$ cat config.mk
export PLATFORM = sky130hd
export DESIGN_NAME = instruction_fetch
export DESIGN_NICKNAME = d
export VERILOG_FILES = /design/src/rtl/instruction_fetch_pkg.sv /design/src/rtl/instruction_fetch.sv
export SDC_FILE = /design/constraint.sdc
export NUM_CORES = 1
export LEC_CHECK = 0
export CAP_MARGIN = 10
export CORE_ASPECT_RATIO = 1.25
export CORE_MARGIN = 4
export CORE_UTILIZATION = 44
export DETAILED_ROUTE_END_ITERATION = 8
export PLACE_DENSITY = 0.8
export SLEW_MARGIN = 10
export SYNTH_ARGS = -nofsm -noshare
export SYNTH_HDL_FRONTEND = slang
export SYNTH_SLANG_ARGS = --single-unit
$ cat constraint.sdc
create_clock -name clk -period 3 [get_ports clk]
set_clock_uncertainty 0.15 [all_clocks]
set_input_delay 0.45 -clock clk [delete_from_list [all_inputs] [get_ports clk]]
set_output_delay 0.45 -clock clk [all_outputs]
set_load 0.005 [all_outputs]
$ cat src/rtl/instruction_fetch_pkg.sv
// Shared fetch-stage definitions: state encodings,
// the NOP word, the default reset PC and the output entry.
package instruction_fetch_pkg;

  localparam int XLEN = 32;

  typedef logic [XLEN-1:0] word_t;

  typedef enum logic [1:0] {
    IF_STATE_REQ   = 2'd0,
    IF_STATE_WAIT  = 2'd1,
    IF_STATE_DROP  = 2'd2,
    IF_STATE_FAULT = 2'd3
  } if_state_e;

  localparam word_t CORE_NOP      = 32'h0000_0013;
  localparam word_t CORE_RESET_PC = 32'h0000_0000;

  typedef struct packed {
    logic  valid;
    word_t instr;
    word_t pc;
    logic  fault;
  } if_entry_t;

endpackage

$ cat src/rtl/instruction_fetch.sv
// Fetch stage: owns the PC, keeps one bus request in flight,
// and registers each instruction with its PC for decode.
module instruction_fetch
  import instruction_fetch_pkg::*;
#(
  parameter word_t RESET_PC = CORE_RESET_PC
) (
  input  logic  clk,
  input  logic  rst_b,
  output logic  ibus_req,
  output word_t ibus_addr,
  input  logic  ibus_ready,
  input  logic  ibus_rvalid,
  input  word_t ibus_rdata,
  output logic  if_valid,
  output word_t if_instr,
  output word_t if_pc,
  output logic  if_fault,
  input  logic  id_ready,
  input  logic  branch_take,
  input  word_t branch_target
);

  if_state_e state_q;
  word_t     pc_q;
  if_entry_t out_q;
  logic      fault_sent_q;

  logic misaligned;
  logic accept;
  logic consume;
  logic out_free;

  assign misaligned = pc_q[1:0] != 2'b00;
  assign out_free   = !out_q.valid || id_ready;
  assign consume    = out_q.valid && id_ready;

  assign ibus_req  = (state_q == IF_STATE_REQ)
                   && !misaligned && out_free;
  assign ibus_addr = pc_q;
  assign accept    = ibus_req && ibus_ready;

  assign if_valid = out_q.valid;
  assign if_instr = out_q.instr;
  assign if_pc    = out_q.pc;
  assign if_fault = out_q.fault;

  // FSM, PC and output register; redirect overrides everything
  always_ff @(posedge clk or negedge rst_b) begin
    if (!rst_b) begin
      state_q      <= IF_STATE_REQ;
      pc_q         <= RESET_PC;
      out_q        <= '0;
      fault_sent_q <= 1'b0;
    end else if (branch_take) begin
      pc_q         <= branch_target;
      out_q.valid  <= 1'b0;
      fault_sent_q <= 1'b0;
      unique case (state_q)
        IF_STATE_REQ:
          state_q <= accept ? IF_STATE_DROP
                            : IF_STATE_REQ;
        IF_STATE_WAIT,
        IF_STATE_DROP:
          state_q <= ibus_rvalid ? IF_STATE_REQ
                                 : IF_STATE_DROP;
        IF_STATE_FAULT:
          state_q <= IF_STATE_REQ;
      endcase
    end else begin
      if (consume) out_q.valid <= 1'b0;
      unique case (state_q)
        IF_STATE_REQ: begin
          if (misaligned)  state_q <= IF_STATE_FAULT;
          else if (accept) state_q <= IF_STATE_WAIT;
        end
        IF_STATE_WAIT: begin
          if (ibus_rvalid) begin
            out_q <= '{valid: 1'b1,
                       instr: ibus_rdata,
                       pc:    pc_q,
                       fault: 1'b0};
            pc_q    <= pc_q + 32'd4;
            state_q <= IF_STATE_REQ;
          end
        end
        IF_STATE_DROP: begin
          if (ibus_rvalid) state_q <= IF_STATE_REQ;
        end
        IF_STATE_FAULT: begin
          if (!fault_sent_q && out_free) begin
            out_q <= '{valid: 1'b1,
                       instr: CORE_NOP,
                       pc:    pc_q,
                       fault: 1'b1};
            fault_sent_q <= 1'b1;
          end
        end
      endcase
    end
  end

endmodule

==> impl_metrics.py, run 1 <==
metrics = {
    "timing": {
        "finalSetupTns_ns": 0,
        "relSlewSlack_pct": 46.4,
        "worstMarginPinSlew_ns": 0.805,
        "timing.final.crit_share_pct": 92.0,
        "fmax_mhz": 362,
        "setup_viol": 0,
        "finalWorstSetupSlack_ns": 0.239,
        "slew_viol_final": 0,
        "rsz0062_at_grt": "no",
        "hold_viol": 0,
        "period_needed_ns": 2.76,
    },
    "global_routing": {
        "global_route.usage.total_pct": 21.3,
        "antenna_found_initial": 0,
        "grt_max_degree": 62,
        "grt_pass1_wl_um": 20400,
        "grt_pass1_vias": 3865,
        "overflow": 0,
    },
    "power_and_ir_drop": {
        "p_per_area_mw_per_mm2": 790,
        "p_leak_nw": 2.86,
        "power_w": 0.00516,
        "irDropWorstVdd_mv": 0.414,
    },
    "logic_synthesis": {
        "synth.avg_cell_area_um2": 10.1,
        "ys_ff_latch": 101,
        "synthCells": 438,
        "ys_warn_count": 0,
        "ys_seq_area_share_pct": 56.9,
        "synth_edf_count": 0,
        "synth_fp_nets": 513,
        "async_flop_share_pct": 100,
        "ys_types": 41,
        "syn_area_mm2": 0.00444,
        "ys.flop_type": "dfrtp_1",
    },
    "cts": {
        "cts_root_buf": "clkbuf_16",
        "ctsHoldBuffers": 0,
        "cts_sinks": 101,
        "clkSlewWorstSetupHoldPaths_ns": 0.07,
        "post_cts_buffers": 0,
        "cts_buffer_depth": 2,
        "cts_max_level": 3,
        "worstSkewPairLatency_ns": 0.34,
        "cts_resized": 0,
        "cts_buffers": 9,
        "cts_tree": "yes",
    },
    "worst_setup_path": {
        "cpMaxStageDelayCell": "clkdlybuf4s50_1",
        "cp.required_ns": 2.40,
        "worst-setup-path-type": "reg2out",
        "cpPeakStageDelay_ns": 0.51,
        "cp-start-kind": "flop",
        "worst_setup_path_end_kind": "output port",
        "crit_chain": "inv_1 > ha_1 > or3b_2 > nor2_1 > clkdlybuf4s50_1",
        "cp_data_arrival_time_ns": 2.16,
        "critPathMaxFanout": 5,
        "r2r_slack_ns": 0.66,
    },
    "finish": {
        "drive_gt1_share_pct": 7.40,
        "diodes": 0,
        "final_area_mm2": 0.00654,
        "layout.nets": 678,
        "area_delta_synth_final_pct": 47.2,
        "finalNonFillerCells": 734,
    },
    "placement": {
        "placed_cell_area_mm2": 0.00625,
        "portBuffers": 168,
        "place_inst": 718,
        "dpl_worst_slack_ns": 0.499,
        "place.gp.congestion": 0.846,
        "dp_hpwl_um": 8800,
    },
    "detailed_routing": {
        "drt-initial-drc-count": 106,
        "vias_per_cell": 5.14,
        "wl_per_cell_um": 16.5,
        "num_vias": 3771,
        "dr.pass1.iters": 4,
        "drt.antenna.violating_nets": 0,
        "totalWireLength_um": 12100,
        "drc_errors": 0,
    },
    "floorplanning": {
        "die_w_um": 97.9,
        "io_pins": 169,
        "core_mm2": 0.00976,
        "die_h_um": 120,
        "start_util_pct": 45.5,
        "dieArea_mm2": 0.0118,
        "rows": 40,
    },
    "flow_run": {
        "drv_cap": 0,
    },
    "worst_hold_path": {
        "min_path_type": "in2async",
    },
    "outcome": {
        "status": "complete, no violations",
    },
}
[cell type report]
type                            count  area, µm²
Sequential cell                   101       2530
Multi-Input combinational cell    311       1790
Timing Repair Buffer              178       1760
Inverter                            2       7.51
Clock buffer                       11        253
Clock inverter                      5       33.8
Tap cell                          126        158
Fill cell                         768       3220
[Yosys cell counts (all sizes together), types with 6 or more instances]
cell type	n	share of area (%)
a22o	29	5.7
and2	6	0.87
clkbuf	19	1.6
dfrtp	101	57
nand2	139	12
nand3	10	1.1
nand4	10	1.5
nor2	9	0.76
nor3	6	0.90
o21ai	31	3.5
xnor2	12	2.4
xor2	17	3.4
[worst paths after layout]
kind,startpoint,endpoint,depth (start not counted)
max,state_q[0],ibus_req,5
min,rst_b,if_pc[14],1
max reg2reg,state_q[1],ibus_addr[31],7
min reg2reg,if_pc[8],if_pc[8],2
max in group asynchronous,rst_b,if_instr[20],2
min in group clk,if_pc[8],if_pc[8],2
[state kept, by name, summed over array words and instances, names as in the netlist]
name	flops
if_instr	32
if_pc	32
if_valid	1
ibus_addr	32
if_fault	1
fault_sent_q	1
state_q	2
[where the power goes]
part	switching [W]	internal, W	leakage, nW
sequential	0.000300	0.00183	1.26
combinational	0.000717	0.00122	1.46
clock	0.000497	0.000608	0.138
total	0.00151	0.00365	2.86
[worst max-delay path, delay by kind of cell (launching register included)]
kind                       cells  cell delay, ns
buffers and inverters          2            0.61
adders and majority gates      1            0.18
and+or+nand+nor                2            0.59
DFF                            1            0.44
[kinds of logic (layout without fill, tap and decap cells)]
group | count (synthesis) | in the layout | synth area share (%)
xor+xnor | 29 | 29 | 5.72
fa+ha+maj | 5 | 5 | 1.41
flops | 101 | 101 | 56.9
simple gates | 199 | 199 | 20.5
compound gates | 72 | 72 | 11.1
mux | 6 | 6 | 1.49
buf+inv | 26 | 196 | 2.85
[stage by stage]
stage                     util [%]  hold WS, ns
after floorplan                  -      0.00441
after global placement        64.0        0.311
after detailed placement      64.0        0.311
after CTS                     67.0       0.0771
after global routing          67.0        0.101
final                         67.0       0.0396
[layer usage]
layer	global-route usage, %	routed length, µm	vias up	part of all wire, %
met2	36.2	6290	103	52
met1	27.3	5060	1835	42
met3	4.90	558	13	4.6
met4	6.23	196	0	1.6
li1	-	-	1820	-
met5	0	0	-	0
[layout by cell type (no fill, tap or decap), types with 2 or more instances in the layout]
cell | netlist | routed
xor2_1 | 17 | 17
clkinvlp_4 | 0 | 2
ha_1 | 5 | 5
inv_1 | 2 | 2
dfrtp_1 | 101 | 101
nor2_1 | 9 | 9
xnor2_1 | 12 | 12
and2_1 | 5 | 5
and3_2 | 2 | 2
nand2b_1 | 3 | 3
nor3_1 | 4 | 4
a22o_1 | 29 | 29
and3_1 | 3 | 3
clkbuf_8 | 0 | 2
nand4_1 | 9 | 9
nor3_2 | 2 | 2
o21ai_1 | 5 | 5
o21ai_0 | 26 | 26
a31oi_1 | 2 | 2
nand3_1 | 10 | 10
and4_1 | 3 | 3
mux2_2 | 5 | 5
clkbuf_16 | 0 | 9
clkinv_2 | 0 | 2
clkdlybuf4s50_1 | 0 | 166
nand2_1 | 139 | 138
a21oi_1 | 4 | 4
buf_4 | 0 | 10
o22a_1 | 3 | 3
No activity file was read; power rests on OpenSTA's default activity.
==> run 2: changes to the inputs <==
--- a/config.mk
+++ b/config.mk
@@ -5,9 +5,9 @@
 export SDC_FILE = /design/constraint.sdc
 export NUM_CORES = 1
 export LEC_CHECK = 0
-export CAP_MARGIN = 10
+export CAP_MARGIN = 5
 export CORE_ASPECT_RATIO = 1.25
-export CORE_MARGIN = 4
+export CORE_MARGIN = 5
 export CORE_UTILIZATION = 44
 export DETAILED_ROUTE_END_ITERATION = 8
 export PLACE_DENSITY = 0.8
==> run 2 against run 1 <==
Compared with the run above: sequential share of layout area is 0.16 points lower; worst setup slack worse by 0.036 ns; total power is 2.0% higher; fmax is 1.3% lower; global-route usage is 1.2 points lower.
==> impl_metrics.py, run 2 (synthesized netlist as in run 1, its figures left out) <==
metrics = {
    "finish": {
        "drive_gt1_share_pct": 6.93,
        "post-route-util_pct": 65.6,
        "fillerInstances": 815,
        "area_delta_synth_final_pct": 47.8,
        "diodes": 0,
        "layout_commonest_cell": "clkdlybuf4s50_1",
        "layout.nets": 676,
        "final_area_mm2": 0.00656,
        "final_cell_mix": "clkdlybuf4s50_1 (166), nand2_1 (138), dfrtp_1 (101), a22o_1 (29), o21ai_0 (26)",
    },
    "timing": {
        "period_needed_ns": 2.80,
        "slew_viol_final": 0,
        "setup_viol": 0,
        "relSlewSlack_pct": 48.6,
        "rsz0062_at_grt": "no",
        "hold_viol": 0,
        "finalSetupTns_ns": 0,
        "fmax_mhz": 357,
        "timing.final.crit_share_pct": 93.3,
        "worstMarginPinSlew_ns": 0.770,
    },
    "detailed_routing": {
        "num_vias": 3732,
        "drc_errors": 0,
        "drt-initial-drc-count": 143,
        "dr.pass1.iters": 4,
        "drt.antenna.violating_nets": 0,
        "vias_per_cell": 5.08,
        "wl_per_cell_um": 16.5,
        "totalWireLength_um": 12100,
    },
    "cts": {
        "cts_resized": 0,
        "cts_tree": "yes",
        "cts_buffer_depth": 2,
        "post_cts_buffers": 0,
        "cts_buffers": 9,
        "clkSlewWorstSetupHoldPaths_ns": 0.07,
        "worstSkewPairLatency_ns": 0.34,
        "cts_sinks": 101,
        "cts_root_buf": "clkbuf_16",
        "cts_max_level": 3,
        "ctsHoldBuffers": 0,
    },
    "floorplanning": {
        "dieArea_mm2": 0.0122,
        "die_h_um": 122,
        "die_w_um": 99.9,
        "core_mm2": 0.0100,
        "rows": 41,
        "io_pins": 169,
        "start_util_pct": 44.4,
    },
    "global_routing": {
        "grt_pass1_vias": 3805,
        "overflow": 0,
        "grt_max_degree": 61,
        "grt_pass1_wl_um": 19500,
        "global_route.usage.total_pct": 20.1,
        "antenna_found_initial": 0,
    },
    "placement": {
        "place.gp.congestion": 0.851,
        "portBuffers": 168,
        "placed_cell_area_mm2": 0.00625,
        "dp_hpwl_um": 8810,
    },
    "worst_hold_path": {
        "min_path_type": "in2async",
    },
    "worst_setup_path": {
        "startpoint": "state_q[0]",
        "worst_setup_path_end_kind": "output port",
        "cp-start-kind": "flop",
        "cp.required_ns": 2.40,
        "cp_data_arrival_time_ns": 2.20,
        "r2r_start": "state_q[1]",
        "critPathMaxFanout": 5,
        "r2r_slack_ns": 0.75,
        "worst-setup-path-type": "reg2out",
    },
    "power_and_ir_drop": {
        "p_leak_nw": 2.87,
        "irDropWorstVdd_mv": 0.517,
        "p_per_area_mw_per_mm2": 803,
    },
    "flow_run": {
        "drv_cap": 0,
    },
    "outcome": {
        "status": "complete, no violations",
    },
}
## run 2: stage by stage
step                      total power [W]  instances  worst slack (ns)  hold slack, ns
after detailed placement          0.00412        719             0.405           0.311
final                             0.00527        735             0.202          0.0397
after CTS                         0.00534        735             0.192          0.0595
after global placement            0.00404        719             0.421           0.306
after floorplan                   0.00285        438             0.879         0.00441
after global routing              0.00559        735             0.135           0.112
## run 2: worst max-delay path: stages, from the launching register on
cell and delay [ns]:
dfrtp_1 0.43, inv_1 0.11, ha_1 0.19, or3b_2 0.49
nor2_1 0.12, clkdlybuf4s50_1 0.51
## run 2: layer usage
layer  up-vias  global-route usage, %  routed length (µm)  share of wire (%)
li1       1808                      -                   -                  -
met1      1794                   24.9                4910                 41
met2       112                   34.0                6190                 51
met3        18                   4.26                 750                6.2
met4         0                   8.54                 273                2.3
met5         -                      0                   0                  0
## run 2: where the power goes
part           total [W]  leakage (nW)  switching (W)  internal (W)
clock network    0.00120         0.152       0.000485      0.000714
registers        0.00213          1.26       0.000300       0.00183
logic            0.00194          1.45       0.000721       0.00122
## run 2: worst paths after layout
kind / depth (start not counted) / to
setup / recovery: 5 / ibus_req
hold / removal: 1 / if_pc[23]
setup reg to reg: 7 / ibus_addr[31]
hold reg to reg: 2 / if_pc[26]
max in group asynchronous: 2 / if_pc[30]
min in group clk: 2 / fault_sent_q
## run 2: final cells by class
cell class | instances | area [µm²] | share of cell area [%]
inverters | 2 | 7.51 | 0.114
repair buffers | 176 | 1760 | 26.8
well taps | 129 | 161 | 2.46
clock inverters | 3 | 42.5 | 0.648
multi-input cells | 311 | 1790 | 27.3
clock buffers | 13 | 270 | 4.12
flip-flops and latches | 101 | 2530 | 38.5
==> run 3: changes to the inputs <==
--- a/config.mk
+++ b/config.mk
@@ -7,7 +7,6 @@
 export LEC_CHECK = 0
 export CAP_MARGIN = 5
 export CORE_ASPECT_RATIO = 1.25
-export CORE_MARGIN = 5
 export CORE_UTILIZATION = 44
 export DETAILED_ROUTE_END_ITERATION = 8
 export PLACE_DENSITY = 0.8
==> run 3 against run 2 <==
Compared with the run above: sequential power is essentially flat; highest routed layer unchanged; critical path type unchanged; critical endpoint unchanged; register-to-register slack barely moved; clock-buffer cell count is the same.
==> impl_metrics.py, run 3 (synthesized netlist as in run 1, its figures left out) <==
metrics = {
    "outcome": {
        "status": "complete, no violations",
    },
    "detailed_routing": {
        "wl_per_cell_um": 16.7,
        "drc_errors": 0,
        "drt-initial-drc-count": 145,
        "dr.pass1.iters": 4,
        "drt.antenna.violating_nets": 0,
        "vias_per_cell": 5.19,
        "totalWireLength_um": 12300,
        "num_vias": 3827,
    },
    "power_and_ir_drop": {
        "switching_share_pct": 29.1,
        "power_frac_seq_pct": 40.7,
        "p_leak_nw": 2.87,
        "p_clk_share_pct": 22.3,
        "power.switching_w": 0.00153,
        "p_comb_share_pct": 37.0,
        "p_int_w": 0.00372,
        "p_per_area_mw_per_mm2": 800,
        "irDropWorstVdd_mv": 0.416,
    },
    "timing": {
        "whs_ns": 0.324,
        "relSlewSlack_pct": 59.3,
        "hold_viol": 0,
        "finalSetupTns_ns": 0,
        "period_needed_ns": 2.77,
        "fmax_mhz": 361,
        "setup_viol": 0,
        "worstMarginPinSlew_ns": 0.611,
        "rsz0062_at_grt": "no",
        "timing.final.crit_share_pct": 92.4,
        "slew_viol_final": 0,
    },
    "cts": {
        "cts_max_level": 3,
        "cts_buffers": 9,
        "worstSkewPairLatency_ns": 0.34,
        "ctsHoldBuffers": 1,
        "post_cts_buffers": 0,
        "cts_sinks": 101,
        "cts_resized": 0,
        "cts_tree": "yes",
        "clkSlewWorstSetupHoldPaths_ns": 0.07,
        "cts_root_buf": "clkbuf_16",
        "cts_buffer_depth": 2,
    },
    "global_routing": {
        "grt.busiest_layer": "met2",
        "grtUsageMet2_pct": 41.2,
        "grt_use_met1_pct": 30.7,
        "antenna_found_initial": 0,
        "grt_pass1_wl_um": 20200,
        "grt_max_degree": 47,
        "global_route.usage.total_pct": 24.6,
        "grt_pass1_vias": 3964,
        "overflow": 0,
        "use_met3_pct": 4.65,
    },
    "worst_setup_path": {
        "worst_setup_path_end_kind": "output port",
        "cp-start-kind": "flop",
        "ff2ff_path_depth": 7,
        "critPathMaxFanout": 5,
        "cp_data_arrival_time_ns": 2.17,
        "worst-setup-path-type": "reg2out",
        "cp.required_ns": 2.40,
    },
    "floorplanning": {
        "io_pins": 169,
        "die_h_um": 114,
        "core_mm2": 0.00971,
        "start_util_pct": 45.7,
        "rows": 40,
        "die_w_um": 91.9,
        "dieArea_mm2": 0.0105,
    },
    "finish": {
        "final_cell_mix": "clkdlybuf4s50_1 (166), nand2_1 (138), dfrtp_1 (101), a22o_1 (29), o21ai_0 (26)",
        "layout_commonest_cell": "clkdlybuf4s50_1",
        "drive_gt1_share_pct": 7.20,
        "layout.nets": 681,
        "area_delta_synth_final_pct": 47.6,
        "fillerInstances": 740,
        "diodes": 0,
    },
    "placement": {
        "portBuffers": 168,
        "place.gp.congestion": 0.823,
        "dp_hpwl_um": 8940,
    },
    "flow_run": {
        "drv_cap": 0,
    },
    "worst_hold_path": {
        "min_path_type": "reg2reg",
        "hold_depth": 2,
    },
}
[run 3: routing by layer]
metal / share of wire (%) / vias up
li1: - / 1816
met1: 42 / 1845
met2: 48 / 143
met3: 6.2 / 23
met4: 2.9 / 0
met5: 0 / -
[run 3: power groups by stage]
stage,registers [W],clock network (W),logic (W)
6_report,0.00214,0.00117,0.00194
5_1_grt,0.00220,0.00124,0.00212
4_1_cts,0.00214,0.00119,0.00196
3_5_place_dp,0.00216,0,0.00194
3_3_place_gp,0.00214,0,0.00187
2_1_floorplan,0.00215,0,0.000696
[run 3: critical path, stage by stage (launching register included)]
cell and delay (ns):
dfrtp_1 0.43, inv_1 0.11, ha_1 0.19, or3b_2 0.49, nor2_1 0.11, clkdlybuf4s50_1 0.50
[run 3: final cells by class]
cell class / count / area (µm²) / share of cell area [%]
Sequential cell: 101 / 2530 / 38.5
Multi-Input combinational cell: 311 / 1790 / 27.4
Timing Repair Buffer: 181 / 1770 / 27.1
Clock buffer: 13 / 250 / 3.82
Tap cell: 126 / 158 / 2.40
Clock inverter: 3 / 45.0 / 0.687
Inverter: 2 / 7.51 / 0.115
[run 3: final timing paths]
kind	from	end	slack, ns
setup / recovery	state_q[0]	ibus_req	0.23
hold / removal	if_pc[27]	if_pc[27]	0.32
setup reg to reg	state_q[1]	ibus_addr[31]	0.76
hold reg to reg	if_pc[27]	if_pc[27]	0.32
max in group asynchronous	rst_b	if_instr[8]	1.32
min in group asynchronous	rst_b	if_pc[31]	0.50
[run 3: stage by stage]
step	total power, W	instances	setup WS [ns]	area, µm²	utilization, %
final	0.00524	737	0.228	6560	67.5
after global placement	0.00401	720	0.565	6250	64.4
after detailed placement	0.00410	720	0.562	6250	64.4
after floorplan	0.00285	438	0.879	4440	-
after CTS	0.00529	737	0.214	6560	67.5
after global routing	0.00557	737	0.140	6560	67.5
